**src/rtl/can_arb_ctrl.sv**
```systemverilog
// Per-node CAN arbitration: waits for bus idle, sends SOF + 11-bit ID + RTR, and reports won/lost.
// Define CAN_ARB_BIT_STUFF_EN to insert stuff bits during arbitration.
module can_arb_ctrl #(
  parameter int IDLE_BITS = 11
) (
  input  logic        clk,
  input  logic        reset,
  input  logic        req,
  input  logic [10:0] id,
  input  logic        rtr,
  input  logic        bus_in,
  output logic        bus_out,
  output logic        busy,
  output logic        won,
  output logic        lost,
  output logic        bit_err,
  output logic [3:0]  lost_idx
);

  localparam int CW = $clog2(IDLE_BITS + 1);
  localparam logic [CW-1:0] IDLE_MAX = CW'(IDLE_BITS);

`ifdef CAN_ARB_BIT_STUFF_EN
  typedef enum logic [2:0] {S_IDLE, S_SOF, S_ID, S_RTR, S_STUFF, S_WON} state_t;
`else
  typedef enum logic [2:0] {S_IDLE, S_SOF, S_ID, S_RTR, S_WON} state_t;
`endif

  state_t        state_reg;
  logic [CW-1:0] idle_cnt_reg;
  logic          bus_idle;
  logic [3:0]    pos_reg;
  logic [3:0]    next_pos;
  logic [15:0]   seq;
  logic          next_bit;
  logic          bit_ok;
  logic          need_stuff;
  logic          go_next;

  always_ff @(posedge clk or negedge reset) begin
    if (!reset) begin
      idle_cnt_reg <= '0;
    end else if (!bus_in) begin
      idle_cnt_reg <= '0;
    end else if (idle_cnt_reg != IDLE_MAX) begin
      idle_cnt_reg <= idle_cnt_reg + CW'(1);
    end
  end

  assign bus_idle = (idle_cnt_reg == IDLE_MAX);

  // pos_reg: 0 = SOF, 1..11 = id[10]..id[0], 12 = RTR; padding keeps pos 13 in range
  assign seq      = {4'hF, id, rtr};
  assign next_pos = pos_reg + 4'd1;
  assign next_bit = seq[4'd12 - next_pos];
  assign bit_ok   = (bus_in == bus_out);

`ifdef CAN_ARB_BIT_STUFF_EN
  logic [2:0] run_cnt_reg;
  logic       run_val_reg;
  assign need_stuff = (run_cnt_reg == 3'd5);
`else
  assign need_stuff = 1'b0;
`endif

  always_comb begin
    go_next = 1'b0;
    case (state_reg)
      S_SOF, S_ID, S_RTR: go_next = bit_ok && !need_stuff;
`ifdef CAN_ARB_BIT_STUFF_EN
      S_STUFF:            go_next = bit_ok;
`endif
      default:            go_next = 1'b0;
    endcase
  end

  always_ff @(posedge clk or negedge reset) begin
    if (!reset) begin
      state_reg <= S_IDLE;
      pos_reg   <= '0;
      bus_out   <= 1'b1;
      busy      <= 1'b0;
      won       <= 1'b0;
      lost      <= 1'b0;
      bit_err   <= 1'b0;
      lost_idx  <= '0;
`ifdef CAN_ARB_BIT_STUFF_EN
      run_cnt_reg <= '0;
      run_val_reg <= 1'b1;
`endif
    end else begin
      lost    <= 1'b0;
      bit_err <= 1'b0;
      if (go_next) begin
        pos_reg <= next_pos;
        if (next_pos == 4'd13) begin
          state_reg <= S_WON;
          bus_out   <= 1'b1;
          busy      <= 1'b0;
          won       <= 1'b1;
        end else begin
          state_reg <= (next_pos == 4'd12) ? S_RTR : S_ID;
          bus_out   <= next_bit;
`ifdef CAN_ARB_BIT_STUFF_EN
          if (next_bit == run_val_reg) begin
            run_cnt_reg <= run_cnt_reg + 3'd1;
          end else begin
            run_cnt_reg <= 3'd1;
            run_val_reg <= next_bit;
          end
`endif
        end
      end else begin
        case (state_reg)
          S_IDLE: begin
            if (req && bus_idle) begin
              state_reg <= S_SOF;
              bus_out   <= 1'b0;
              busy      <= 1'b1;
              pos_reg   <= '0;
`ifdef CAN_ARB_BIT_STUFF_EN
              run_cnt_reg <= 3'd1;
              run_val_reg <= 1'b0;
`endif
            end
          end
          S_SOF, S_ID, S_RTR: begin
            if (bus_out && !bus_in) begin
              lost      <= 1'b1;
              lost_idx  <= pos_reg - 4'd1;
              state_reg <= S_IDLE;
              bus_out   <= 1'b1;
              busy      <= 1'b0;
            end else if (!bus_out && bus_in) begin
              bit_err   <= 1'b1;
              state_reg <= S_IDLE;
              bus_out   <= 1'b1;
              busy      <= 1'b0;
            end
`ifdef CAN_ARB_BIT_STUFF_EN
            else begin
              state_reg   <= S_STUFF;
              bus_out     <= ~run_val_reg;
              run_cnt_reg <= 3'd1;
              run_val_reg <= ~run_val_reg;
            end
`endif
          end
`ifdef CAN_ARB_BIT_STUFF_EN
          // A stuff bit that passed took the go_next path, so only a mismatch lands here
          S_STUFF: begin
            bit_err   <= 1'b1;
            state_reg <= S_IDLE;
            bus_out   <= 1'b1;
            busy      <= 1'b0;
          end
`endif
          S_WON: begin
            if (!req) begin
              state_reg <= S_IDLE;
              won       <= 1'b0;
            end
          end
          default: begin
            state_reg <= S_IDLE;
            bus_out   <= 1'b1;
            busy      <= 1'b0;
            won       <= 1'b0;
          end
        endcase
      end
    end
  end

endmodule

```
**config.mk**
```make
export PLATFORM = sky130hd
export DESIGN_NAME = can_arb_ctrl
export DESIGN_NICKNAME = d
export VERILOG_FILES = /design/src/rtl/can_arb_ctrl.sv
export SDC_FILE = /design/constraint.sdc
export NUM_CORES = 1
export LEC_CHECK = 0
export CAP_MARGIN = 20
export CORE_UTILIZATION = 30
export CTS_BUF_LIST = sky130_fd_sc_hd__clkbuf_4 sky130_fd_sc_hd__clkbuf_8 sky130_fd_sc_hd__clkbuf_16
export DETAILED_ROUTE_END_ITERATION = 12
export RECOVER_POWER = 25
export SLEW_MARGIN = 20
export SYNTH_ARGS = -nofsm -noshare
export SYNTH_HDL_FRONTEND = slang
export SYNTH_SLANG_ARGS = --single-unit
```
**constraint.sdc**
```tcl
create_clock -name clk -period 3.2 [get_ports clk]
set_input_delay 0.32 -clock clk [delete_from_list [all_inputs] [get_ports clk]]
set_output_delay 0.32 -clock clk [all_outputs]
set_load 0.02 [all_outputs]
```
=== After elaboration in Yosys (flattened, before gate mapping) ===
Cells that the tools add are included.

* Equality and inequality tests: 16
* Add/sub/neg operators: 4
* Bitwise logic cells: 1
* Magnitude comparators: 1
* Reductions and logical operators: 16
* Muxes and demuxes: 39

{| class="wikitable"
|+ Operators by type and width
! operator !! number
|-
| two-way mux 1 bit || 23
|-
| two-way mux 4 bit || 5
|-
| two-way mux 3 bit || 6
|-
| == test 4 bit, second input constant || 3
|-
| AND reduction 3 bit || 4
|-
| case mux 3 bit (3 select lines) || 1
|-
| adder 4 x 1 -> 4 bit, second input constant || 2
|-
| != test 4 bit, second input constant || 2
|-
| == test 3 x 2 -> 1 bit, second input constant || 2
|-
| != test 2 x 1 -> 1 bit, second input constant || 3
|-
| != test 3 bit, second input constant || 2
|-
| case mux 1 bit (3 select lines) || 2
|-
| < comparator 4 x 5 -> 1 bit, second input constant || 1
|-
| binary-select mux 1 bit (select 4 bit) || 1
|-
| AND reduction 4 bit || 1
|-
| nonzero test 2 bit || 2
|-
| OR reduction 4 bit || 1
|-
| subtractor 4 x 1 -> 4 bit, second input constant || 1
|-
| subtractor 4 bit, first input constant || 1
|-
| == test 3 x 1 -> 1 bit, second input constant || 1
|-
| == test 3 bit, second input constant || 1
|-
| logical AND 1 bit || 3
|-
| zero test 3 bit || 1
|-
| OR reduction 3 bit || 1
|-
| 6 further kinds || 7
|}

* Register bits after elaboration: 20
* Word-level logic and storage cells: 86
* Input bits: 16
* Output and inout bits: 9

=== Longest topological paths before layout ===
* Word-level depth: 6
* Gate-level depth with buffers: 8
* Gate-level depth less buffers: 7

=== Worst setup path before layout ===
Ideal clock, no wire load.

* Path type: reg2reg
* From: register pos_reg[0]
* To: register bus_out
* Library setup time: 94 ps
* Stages on the path, launching flop included: 8
* Setup slack: 1372 ps
* Buffers on the path: 1
* Data required time: 3106 ps
* Arrival time: 1734 ps
* Period minus slack after synthesis: 1828 ps
* Cell sequence: dfrtp_1 buf_6 inv_2 ha_1 mux4_2 or2_0 o31ai_2 o221ai_1

* Cells in the longest elaborated chain, start to end: 6
* Elaborated cells on any way between the ends: 7
* Those cells by class: add/sub: 2; eq/ne: 1; mux: 4

{| class="wikitable"
|+ Ends and longest elaborated chain
! element !! line !! text
|-
| start: declaration || 32 || <nowiki>logic [3:0] pos_reg;</nowiki>
|-
| start signal: assignment || 95 || <nowiki>pos_reg <= next_pos;</nowiki>
|-
| adder 4 x 1 -> 4 bit (*) || 54 || <nowiki>assign next_pos = pos_reg + 4'd1;</nowiki>
|-
| via next_pos[0] || 33 || <nowiki>logic [3:0] next_pos;</nowiki>
|-
| subtractor 4 bit || 55 || <nowiki>assign next_bit = seq[4'd12 - next_pos];</nowiki>
|-
| binary-select mux 1 bit (select 4 bit) || 55 ||
|-
| two-way mux 1 bit (not written as such) || 55 ||
|-
| two-way mux 1 bit (*) || 96 || <nowiki>if (next_pos == 4'd13) begin</nowiki>
|-
| two-way mux 1 bit (*) || 94 || <nowiki>if (go_next) begin</nowiki>
|-
| end signal: assignment || 103 || <nowiki>bus_out <= next_bit;</nowiki>
|-
| end: declaration || 12 || <nowiki>output logic bus_out,</nowiki>
|}

The timed path passes the listed nets; every way through them passes the cells marked *. The select of a mux whose other input is x is not followed.
A chain may end at the register's enable or synchronous reset.

=== Final worst setup path ===
* From: input bus_in
* To: register busy

* Cells in the longest elaborated chain, start to end: 5
* Elaborated cells on any way between the ends: 13
* Those cells by class: eq/ne: 5; mux: 4; reduce/logical: 4

{| class="wikitable"
|+ Ends and longest elaborated chain
! element !! line !! text
|-
| start: declaration || 11 || <nowiki>input logic bus_in,</nowiki>
|-
| zero test 1 bit || 128 || <nowiki>if (bus_out && !bus_in) begin</nowiki>
|-
| logical AND 1 bit || 128 ||
|-
| two-way mux 1 bit || 128 ||
|-
| case mux 1 bit (3 select lines) || 114 || <nowiki>case (state_reg)</nowiki>
|-
| two-way mux 1 bit || 94 ||
|-
| end signal: assignment || 99 || <nowiki>busy <= 1'b0;</nowiki>
|-
| end signal: assignment || 119 || <nowiki>busy <= 1'b1;</nowiki>
|-
| end signal: assignment || 133 || <nowiki>busy <= 1'b0;</nowiki>
|-
| end: declaration || 13 || <nowiki>output logic busy,</nowiki>
|}

Several ways; a longest one is shown, not always the timed one.

==> flow_summary.ini <==
[status]
outcome = finished clean

[layout]
fin_util = 0.413
final_layout_size_suffix_gt1_frac = 0.0940
area_delta_synth_final_pct = 28.2
multi_input_area_um2 = 653
n_fill_cell = 361
nNetsFinal = 172
final_cell_mix = clkdlybuf4s50_1 (22), dfrtp_1 (19), nand2_1 (11), nor2_1 (11), o21ai_0 (9)
regArea_um2 = 502
insertedDiodeCount = 0
mostFrequentLayoutCell = clkdlybuf4s50_1

[critical_path]
start_kind = input port
cp_num_cells = 8
cp_num_buf_inv = 2
r2r_end = bus_out
cp_top_family = simple AND/OR/NAND/NOR gates
r2r_start = pos_reg[0]
ff2ff_setup_slack_ns = 1.07
cp_cell_sequence = dlygate4sd3_1 -> inv_1 -> ha_1 -> nor4_2 -> and2_1 -> nor2_1 -> o21ai_0 -> a21boi_1
cp-endpoint = busy
startpoint = bus_in
r2r_cells = 7
cp_max_fo = 11
crit_path_max_incr_delay_ns = 0.58
path_class = input port to flop
arrival_ns = 2.30
cp-end-kind = flop
cp.required_ns = 3.35
slowest_stage = dlygate4sd3_1

[global_route]
use_met2 = 0.226
grt_use_met1 = 0.166
gr-total-overflow = 0
grt.busiest_layer = met2
grt_pass1_vias = 983
gr-usage-all-layers = 0.133
use_met3 = 0.0208
grt_max_degree = 21
antenna_found_initial = 0
grt_first_pass_wirelength_um = 4320

[clock_tree]
clockRootBuffer = clkbuf_8
clk-insertion-delay-late_ns = 0.26
clk_path_buf_depth = 2
numCtsBuffers = 3
cts_hold_buffers = 0
post-cts-setup-buffers = 0
cts_tree = yes
cts-resized-gates = 0
clk_pin_slew_worst_paths_ns = 0.07
cts_sinks = 20
htree_levels = 1

[timing]
clock.fmax_ghz = 0.465
finalCritPeriodShare = 0.672
finalHoldViolCount = 0
post-route-min-period_ns = 2.15
tns_ns = 0
drv_slew = 0
worst_pin_slew_ns = 0.927
setup_viol_count_final = 0
rsz0062_at_grt = false
clock_skew_ns = 0.00306
slew_headroom = 0.380

[drt]
drc = 0
vias = 993
viasPerCell = 5.04
drt_iter0_drc = 48
dr.pass1.iters = 4
wl_per_cell_um = 12.5
drtAntennaViolNets = 0
routed_wirelength_um = 2460

[power_and_ir_drop]
power_uw = 836
pwr_density_cell_mw_per_mm2 = 537
power_leakage_uw = 0.000685
ir_worst_vdd_uv = 189

[die]
chipHeight_um = 65.6
coreArea_mm2 = 0.00377
die_w_um = 65.6
die_area_mm2 = 0.00430
start_util = 0.322
boundaryPins = 25
fp-row-count = 22

[logic_synthesis]
synth.distinct_cells = 43
yosysWarnings = 0
syn_nets = 148
dominantRegCellSynth = dfrtp_1
ys_async_sr_fraction = 1.00
syn-cell-area_mm2 = 0.00121
synthCells = 126
synth_seq_cells = 20
synth-edff-count = 0
syn_area_per_cell_um2 = 9.63
ys_seq_area_frac = 0.413

[place]
io_buffers = 24
globalplace.congestion = 0.813
dp_hpwl_um = 1940

[hold_path]
hp-start = lost_idx[3]
hold_path.class = flop to flop

[job]
maxCapViolCount = 0
cells in the mapped netlist, types with 2 or more instances:
cell type | n | area share
nor3_1 | 3 | 0.012
o21ai_0 | 9 | 0.037
nand2b_1 | 2 | 0.010
nand2_1 | 11 | 0.034
mux4_2 | 2 | 0.037
o21ai_1 | 5 | 0.021
or2_2 | 2 | 0.010
dfrtp_1 | 19 | 0.39
and3b_1 | 3 | 0.022
inv_1 | 7 | 0.022
and3_1 | 2 | 0.010
a21oi_1 | 4 | 0.016
ha_1 | 6 | 0.062
buf_2 | 2 | 0.0082
nand3_1 | 5 | 0.021
clkbuf_1 | 2 | 0.0062
nor2_1 | 11 | 0.034
a31oi_1 | 3 | 0.015
xor2_1 | 2 | 0.014
xnor2_1 | 2 | 0.014
nand3b_1 | 2 | 0.012
metal layers:
metal | routed length, µm | share of wire
met1 | 1130 | 0.46
met2 | 1190 | 0.49
met3 | 98 | 0.040
met4 | 36 | 0.015
met5 | 0 | 0
power by group:
part           total (µW)  internal, µW  leakage (µW)  switching, µW
Clock                 251           167     0.0000357           84.4
Sequential            323           285      0.000269           38.1
Combinational         262           130      0.000381            132
worst min path at each step:
stage | endpoint | slack (ns) | cells past startpoint
final | lost_idx[3] | 0.48 | 2
after global routing | lost_idx[3] | 0.52 | 2
after CTS | lost_idx[3] | 0.49 | 2
after detailed placement | lost_idx[3] | 0.47 | 2
after global placement | lost_idx[2] | 0.47 | 2
after floorplan | bit_err | 0.02 | 0
cell type report:
| type | count | area share |
|---|---|---|
| repair buffers | 24 | 0.154 |
| flip-flops and latches | 20 | 0.322 |
| inverters | 8 | 0.0193 |
| clock inverters | 1 | 0.0193 |
| well taps | 48 | 0.0386 |
| multi-input cells | 93 | 0.420 |
| clock buffers | 3 | 0.0265 |
per-stage QoR:
| step | instance area (µm²) | hold slack, ns | worst slack [ns] | instances |
|---|---|---|---|---|
| global placement | 1490 | 0.465 | 0.928 | 193 |
| floorplan | 1210 | 0.0244 | 1.37 | 126 |
| global route | 1560 | 0.516 | 0.837 | 197 |
| finish | 1560 | 0.484 | 1.05 | 197 |
| CTS | 1560 | 0.490 | 1.06 | 197 |
| detailed placement | 1490 | 0.473 | 0.874 | 193 |
tightest hold or removal path, delay by kind of cell, from the launching register on:
kind,cells,cell delay [ns]
AOI/OAI and AO/OA,1,0.06
and+or+nand+nor,1,0.05
DFF,1,0.35
logic make-up after synthesis:
group | share of synthesized area
buf+inv | 0.0485
flops | 0.413
xor+xnor | 0.0289
fa+ha+maj | 0.0619
simple gates | 0.199
mux | 0.0670
compound gates | 0.181
Note: power is estimated with default switching activity, not from simulation.
